**src/rtl/kb_cmd_decode.sv**
```systemverilog
// rtl/kb_cmd_decode.sv - PS/2 scan-code to BlockBlast command decoder with command FIFO
// Optional typematic repeat suppression is enabled with `define KB_REPEAT_FILTER_EN.
module kb_cmd_decode #(
    parameter int FIFO_DEPTH = 4,
    parameter int PREFIX_TO  = 2000000
) (
    input  logic       CLK,
    input  logic       RESET,
    input  logic       NewKB,
    input  logic [7:0] KB_DAT,
    input  logic       CMD_READY,
    output logic       CMD_VALID,
    output logic [3:0] CMD,
    output logic       CMD_EXT,
    output logic       OVERFLOW
);

    localparam int AW = $clog2(FIFO_DEPTH);
    localparam int NW = AW + 1;
    localparam int TW = $clog2(PREFIX_TO);
    localparam logic [NW-1:0] FULL_CNT = NW'(FIFO_DEPTH);
    localparam logic [TW-1:0] TO_MAX   = TW'(PREFIX_TO - 1);
    localparam logic [7:0] PFX_EXT   = 8'hE0;
    localparam logic [7:0] PFX_BREAK = 8'hF0;

    typedef enum logic {IDLE, EXT} state_t;

    state_t        state;
    logic [TW-1:0] toCnt;
    logic          pushValid;
    logic [3:0]    pushCmd;
    logic          pushExt;

    logic       isExt;
    logic [3:0] keyCmd;
    logic       suppress;
    logic       isKey;

    // Code 0 means "no command" for the byte/prefix combination.
    function automatic logic [3:0] decodeKey(input logic [7:0] code, input logic ext);
        logic [3:0] c;
        c = 4'h0;
        if (ext) begin
            case (code)
                8'h75:   c = 4'h1;
                8'h72:   c = 4'h2;
                8'h6B:   c = 4'h3;
                8'h74:   c = 4'h4;
                default: c = 4'h0;
            endcase
        end else begin
            case (code)
                8'h16:   c = 4'h5;
                8'h1E:   c = 4'h6;
                8'h26:   c = 4'h7;
                8'h29:   c = 4'h8;
                8'h5A:   c = 4'h8;
                8'h76:   c = 4'h9;
                default: c = 4'h0;
            endcase
        end
        return c;
    endfunction

    always_comb begin
        isExt  = (state == EXT);
        keyCmd = decodeKey(KB_DAT, isExt);
        isKey  = NewKB && (KB_DAT != PFX_EXT) && (KB_DAT != PFX_BREAK);
    end

`ifdef KB_REPEAT_FILTER_EN
    logic [8:0] lastKey;

    assign suppress = (lastKey == {isExt, KB_DAT});

    always_ff @(posedge CLK or negedge RESET) begin
        if (!RESET) begin
            lastKey <= 9'h000;
        end else if (NewKB && KB_DAT == PFX_BREAK) begin
            lastKey <= 9'h000;
        end else if (isKey) begin
            lastKey <= {isExt, KB_DAT};
        end
    end
`else
    assign suppress = 1'b0;
`endif

    // Prefix tracker; a decoded key is staged here one cycle before entering the FIFO.
    always_ff @(posedge CLK or negedge RESET) begin
        if (!RESET) begin
            state     <= IDLE;
            toCnt     <= '0;
            pushValid <= 1'b0;
            pushCmd   <= 4'h0;
            pushExt   <= 1'b0;
        end else begin
            pushValid <= 1'b0;
            if (NewKB) begin
                toCnt <= '0;
                if (KB_DAT == PFX_EXT) begin
                    state <= EXT;
                end else begin
                    state <= IDLE;
                    if (isKey && keyCmd != 4'h0 && !suppress) begin
                        pushValid <= 1'b1;
                        pushCmd   <= keyCmd;
                        pushExt   <= isExt;
                    end
                end
            end else if (state == EXT) begin
                if (toCnt == TO_MAX) begin
                    state <= IDLE;
                    toCnt <= '0;
                end else begin
                    toCnt <= toCnt + TW'(1);
                end
            end else begin
                toCnt <= '0;
            end
        end
    end

    logic [4:0]    mem [FIFO_DEPTH];
    logic [AW-1:0] wrPtr;
    logic [AW-1:0] rdPtr;
    logic [NW-1:0] count;

    logic          doPop;
    logic          doPush;
    logic [AW-1:0] rdNext;
    logic [NW-1:0] countNext;
    logic [4:0]    headNext;

    always_comb begin
        doPop     = CMD_VALID && CMD_READY;
        doPush    = pushValid && ((count != FULL_CNT) || doPop);
        rdNext    = doPop ? rdPtr + AW'(1) : rdPtr;
        countNext = count;
        if (doPush && !doPop) begin
            countNext = count + NW'(1);
        end else if (doPop && !doPush) begin
            countNext = count - NW'(1);
        end
        // The incoming entry becomes head when it lands in the slot being exposed next.
        if (doPush && wrPtr == rdNext) begin
            headNext = {pushExt, pushCmd};
        end else begin
            headNext = mem[rdNext];
        end
    end

    always_ff @(posedge CLK) begin
        if (doPush) begin
            mem[wrPtr] <= {pushExt, pushCmd};
        end
    end

    always_ff @(posedge CLK or negedge RESET) begin
        if (!RESET) begin
            wrPtr     <= '0;
            rdPtr     <= '0;
            count     <= '0;
            CMD_VALID <= 1'b0;
            CMD       <= 4'h0;
            CMD_EXT   <= 1'b0;
            OVERFLOW  <= 1'b0;
        end else begin
            rdPtr     <= rdNext;
            count     <= countNext;
            CMD_VALID <= (countNext != '0);
            if (doPush) begin
                wrPtr <= wrPtr + AW'(1);
            end
            if (countNext != '0) begin
                {CMD_EXT, CMD} <= headNext;
            end
            if (pushValid && !doPush) begin
                OVERFLOW <= 1'b1;
            end
        end
    end

endmodule

```
**config.mk**
```make
export PLATFORM = sky130hd
export DESIGN_NAME = kb_cmd_decode
export DESIGN_NICKNAME = d
export VERILOG_FILES = /design/src/rtl/kb_cmd_decode.sv
export SDC_FILE = /design/constraint.sdc
export NUM_CORES = 1
export LEC_CHECK = 0
export BUFFER_PORTS_ARGS = -buffer_cell sky130_fd_sc_hd__buf_2
export CAP_MARGIN = 10
export CORE_MARGIN = 1
export CORE_UTILIZATION = 30
export CTS_BUF_LIST = sky130_fd_sc_hd__clkbuf_4 sky130_fd_sc_hd__clkbuf_8 sky130_fd_sc_hd__clkbuf_16
export DETAILED_ROUTE_END_ITERATION = 12
export SKIP_CTS_REPAIR_TIMING = 1
export SYNTH_ARGS = -nofsm -noshare
export SYNTH_HDL_FRONTEND = slang
export SYNTH_SLANG_ARGS = --single-unit
```
**constraint.sdc**
```tcl
create_clock -name CLK -period 2.8 [get_ports CLK]
set_clock_uncertainty 0.15 [all_clocks]
set_input_delay 0.14 -clock CLK [delete_from_list [all_inputs] [get_ports CLK]]
set_output_delay 0.14 -clock CLK [all_outputs]
set_load 0.1 [all_outputs]
```
==> flow_summary.ini <==
[layout]
area_growth_pct = 14.1
fin_cells = 472
fin_nets = 351
layout-drive-gt1-share = 0.170
antenna-diode-count = 0
fin_util = 0.357

[clock_network]
clk_pin_slew_worst_paths_ns = 0.06
cts_buffer_depth = 2
cts_buffers = 9
clk_latency_ns = 0.33
htreeDepth = 3
numClockSinks = 62
root_buffer = clkbuf_8
tritoncts = done

[global_route]
grt_overflow = 0
grt_max_degree = 43
grt_pass1_vias = 2343
grt_pass1_wl_um = 11200
antenna_found_initial = 0
grt_util_all_layers = 0.126

[place]
place.gp.congestion = 0.753
dp_hpwl_um = 4610
dp.cells = 454
io_buffers = 18

[detailed_routing]
vias = 2352
avgRoutedWirePerCell_um = 13.9
initialDrtViolationCount = 157
antenna_left = 0
wl_um = 6540
viasPerCell = 4.98
drtPass1Iterations = 4
drc = 0

[synthesis]
avgSynthCellArea_um2 = 10.7
yosys-top-cells-area = dfrtp_1 (32%), edfxtp_1 (18%), nor2_1 (4.6%)
synthFlopType = dfrtp_1
yosysTopAreaCellShare = 0.321
synth-edff-count = 20
synth_top_area_cell = dfrtp_1
ys_ff_latch = 62
syn_inst = 305
ys_seq_area_frac = 0.504
async_reset_ff_frac = 0.677
yosysUniqueCellTypes = 51
netlist_area_mm2 = 0.00327
yosys_warnings = 0
syn-num-nets = 325

[setup_path]
timing.rr.start = count[0]
path_class = flop to flop
reg2reg_slack_ns = 0.14
worstPathCellList = inv_1, ha_1, ha_1, o311ai_1, o21ai_1, or4b_1, mux2_4
cp-start-kind = flop
end_kind = flop
cp-startpoint = count[0]
cp_top_family = simple AND/OR/NAND/NOR gates
slowest_delay_ns = 0.72
critPathRequiredTime_ns = 2.86
critPathBufInv = 1
crit_slowest_cell = or4b_1
arrival_ns = 2.72
cpMostUsedCell = ha_1
crit_fanout = 6

[timing]
worst_pin_slew_ns = 0.964
slew_viol_final = 0
post-route-period-util = 0.950
whs_ns = 0.0202
rsz0062_at_grt = false
min_period_ns = 2.66
fin_setup_tns_ns = 0
final_hold_viol_count = 0
slew-limit-headroom = 0.357
finalSetupViolCount = 0
fmax_mhz = 376

[die]
fp.coreArea_mm2 = 0.0105
pin_count = 19
dieWidth_um = 106
die_y_um = 106
die-area_mm2 = 0.0113
initial_core_util = 0.313
num_rows = 37

[worst_hold_path]
hold_start = KB_DAT[4]
min-delay-path-class = input pin to flop

[power_and_ir_drop]
power_density_mw_per_mm2 = 851
ir_worst_vdd_v = 0.000852
power.leakage_nw = 1.48

[flow_run]
drv_cap = 0

[status]
outcome = finished clean
[flip-flops by register name, summed over array words and instances (netlist names), 2 cells and up]
signal,cells
toCnt,21
mem,20
CMD,4
pushCmd,4
count,3
rdPtr,2
wrPtr,2
[worst min-delay path, stage by stage]
cell and delay [ns]:
buf_2 0.14, nand2b_1 0.11, o21ai_0 0.06
[cell families (layout without fill, tap and decap cells)]
logic type,after synthesis,count (layout),share of synthesized area
simple gates,123,123,0.201
buf+inv,19,50,0.0275
fa+ha+maj,8,8,0.0306
mux,17,17,0.0615
compound gates,52,52,0.111
flops,62,62,0.504
xor+xnor,24,24,0.0642
[path summary, 6_finish.rpt]
path,end,cells after the start
worst max-delay path,CMD[1],7
worst min-delay path,isExt,3
worst max register to register,CMD[1],7
worst min register to register,toCnt[0],1
max in group asynchronous,CMD_VALID,2
min in group asynchronous,rdPtr[0],2
[cell usage in the layout (no fill, tap or decap), types with 7 or more instances in the layout]
cell type	netlist	layout
a21oi_1	7	7
and2_1	7	7
buf_2	0	18
buf_4	1	7
clkbuf_8	0	9
dfrtp_1	42	41
edfxtp_1	20	20
ha_1	8	8
inv_1	7	7
mux2i_1	7	7
nand2_1	16	16
nand2b_1	8	8
nand3b_1	8	8
nand4_1	8	8
nor2_1	40	40
nor3_1	9	9
o21ai_0	11	11
xnor2_1	11	11
xor2_1	13	13
[through the flow]
step,setup WS (ns),area [µm²],power [mW]
floorplan,0.101,3280,2.19
finish,0.140,3730,3.18
global route,0.0451,3730,3.37
detailed placement,0.177,3520,2.45
global placement,0.253,3520,2.42
CTS,0.159,3710,3.22
[final cells by class]
class	instances	area [µm²]
inverters	7	26.3
flip-flops and latches	62	1650
fillers	1070	6730
clock buffers	11	139
well taps	136	170
multi-input cells	224	1530
clock inverters	5	51.3
repair buffers	27	163
[report_power, final]
group	switching [mW]	internal (mW)	total, mW
combinational	0.789	0.480	1.27
clock	0.321	0.425	0.746
sequential	0.103	1.06	1.16
total	1.21	1.97	3.18
[synthesized netlist by cell type (all sizes together) (7+ instances only)]
library cell / n
a21oi: 7
nand4: 8
nor3: 9
nand3b: 8
o21ai: 12
xnor2: 11
inv: 7
dfrtp: 42
edfxtp: 20
nand2b: 8
and2: 8
nor2: 40
mux2i: 7
xor2: 13
ha: 8
clkbuf: 9
mux2: 10
nand2: 16
[routing by layer]
| layer | wire [µm] | global-route usage | vias to the layer above | share of wire |
|---|---|---|---|---|
| met2 | 3170 | 0.212 | 32 | 0.49 |
| met5 | 0 | 0 | - | 0 |
| met3 | 228 | 0.0417 | 4 | 0.035 |
| met4 | 25 | 0.0274 | 0 | 0.0038 |
| met1 | 3110 | 0.157 | 1145 | 0.48 |
| li1 | - | - | 1171 | - |
(Power assumes the default switching activity.)
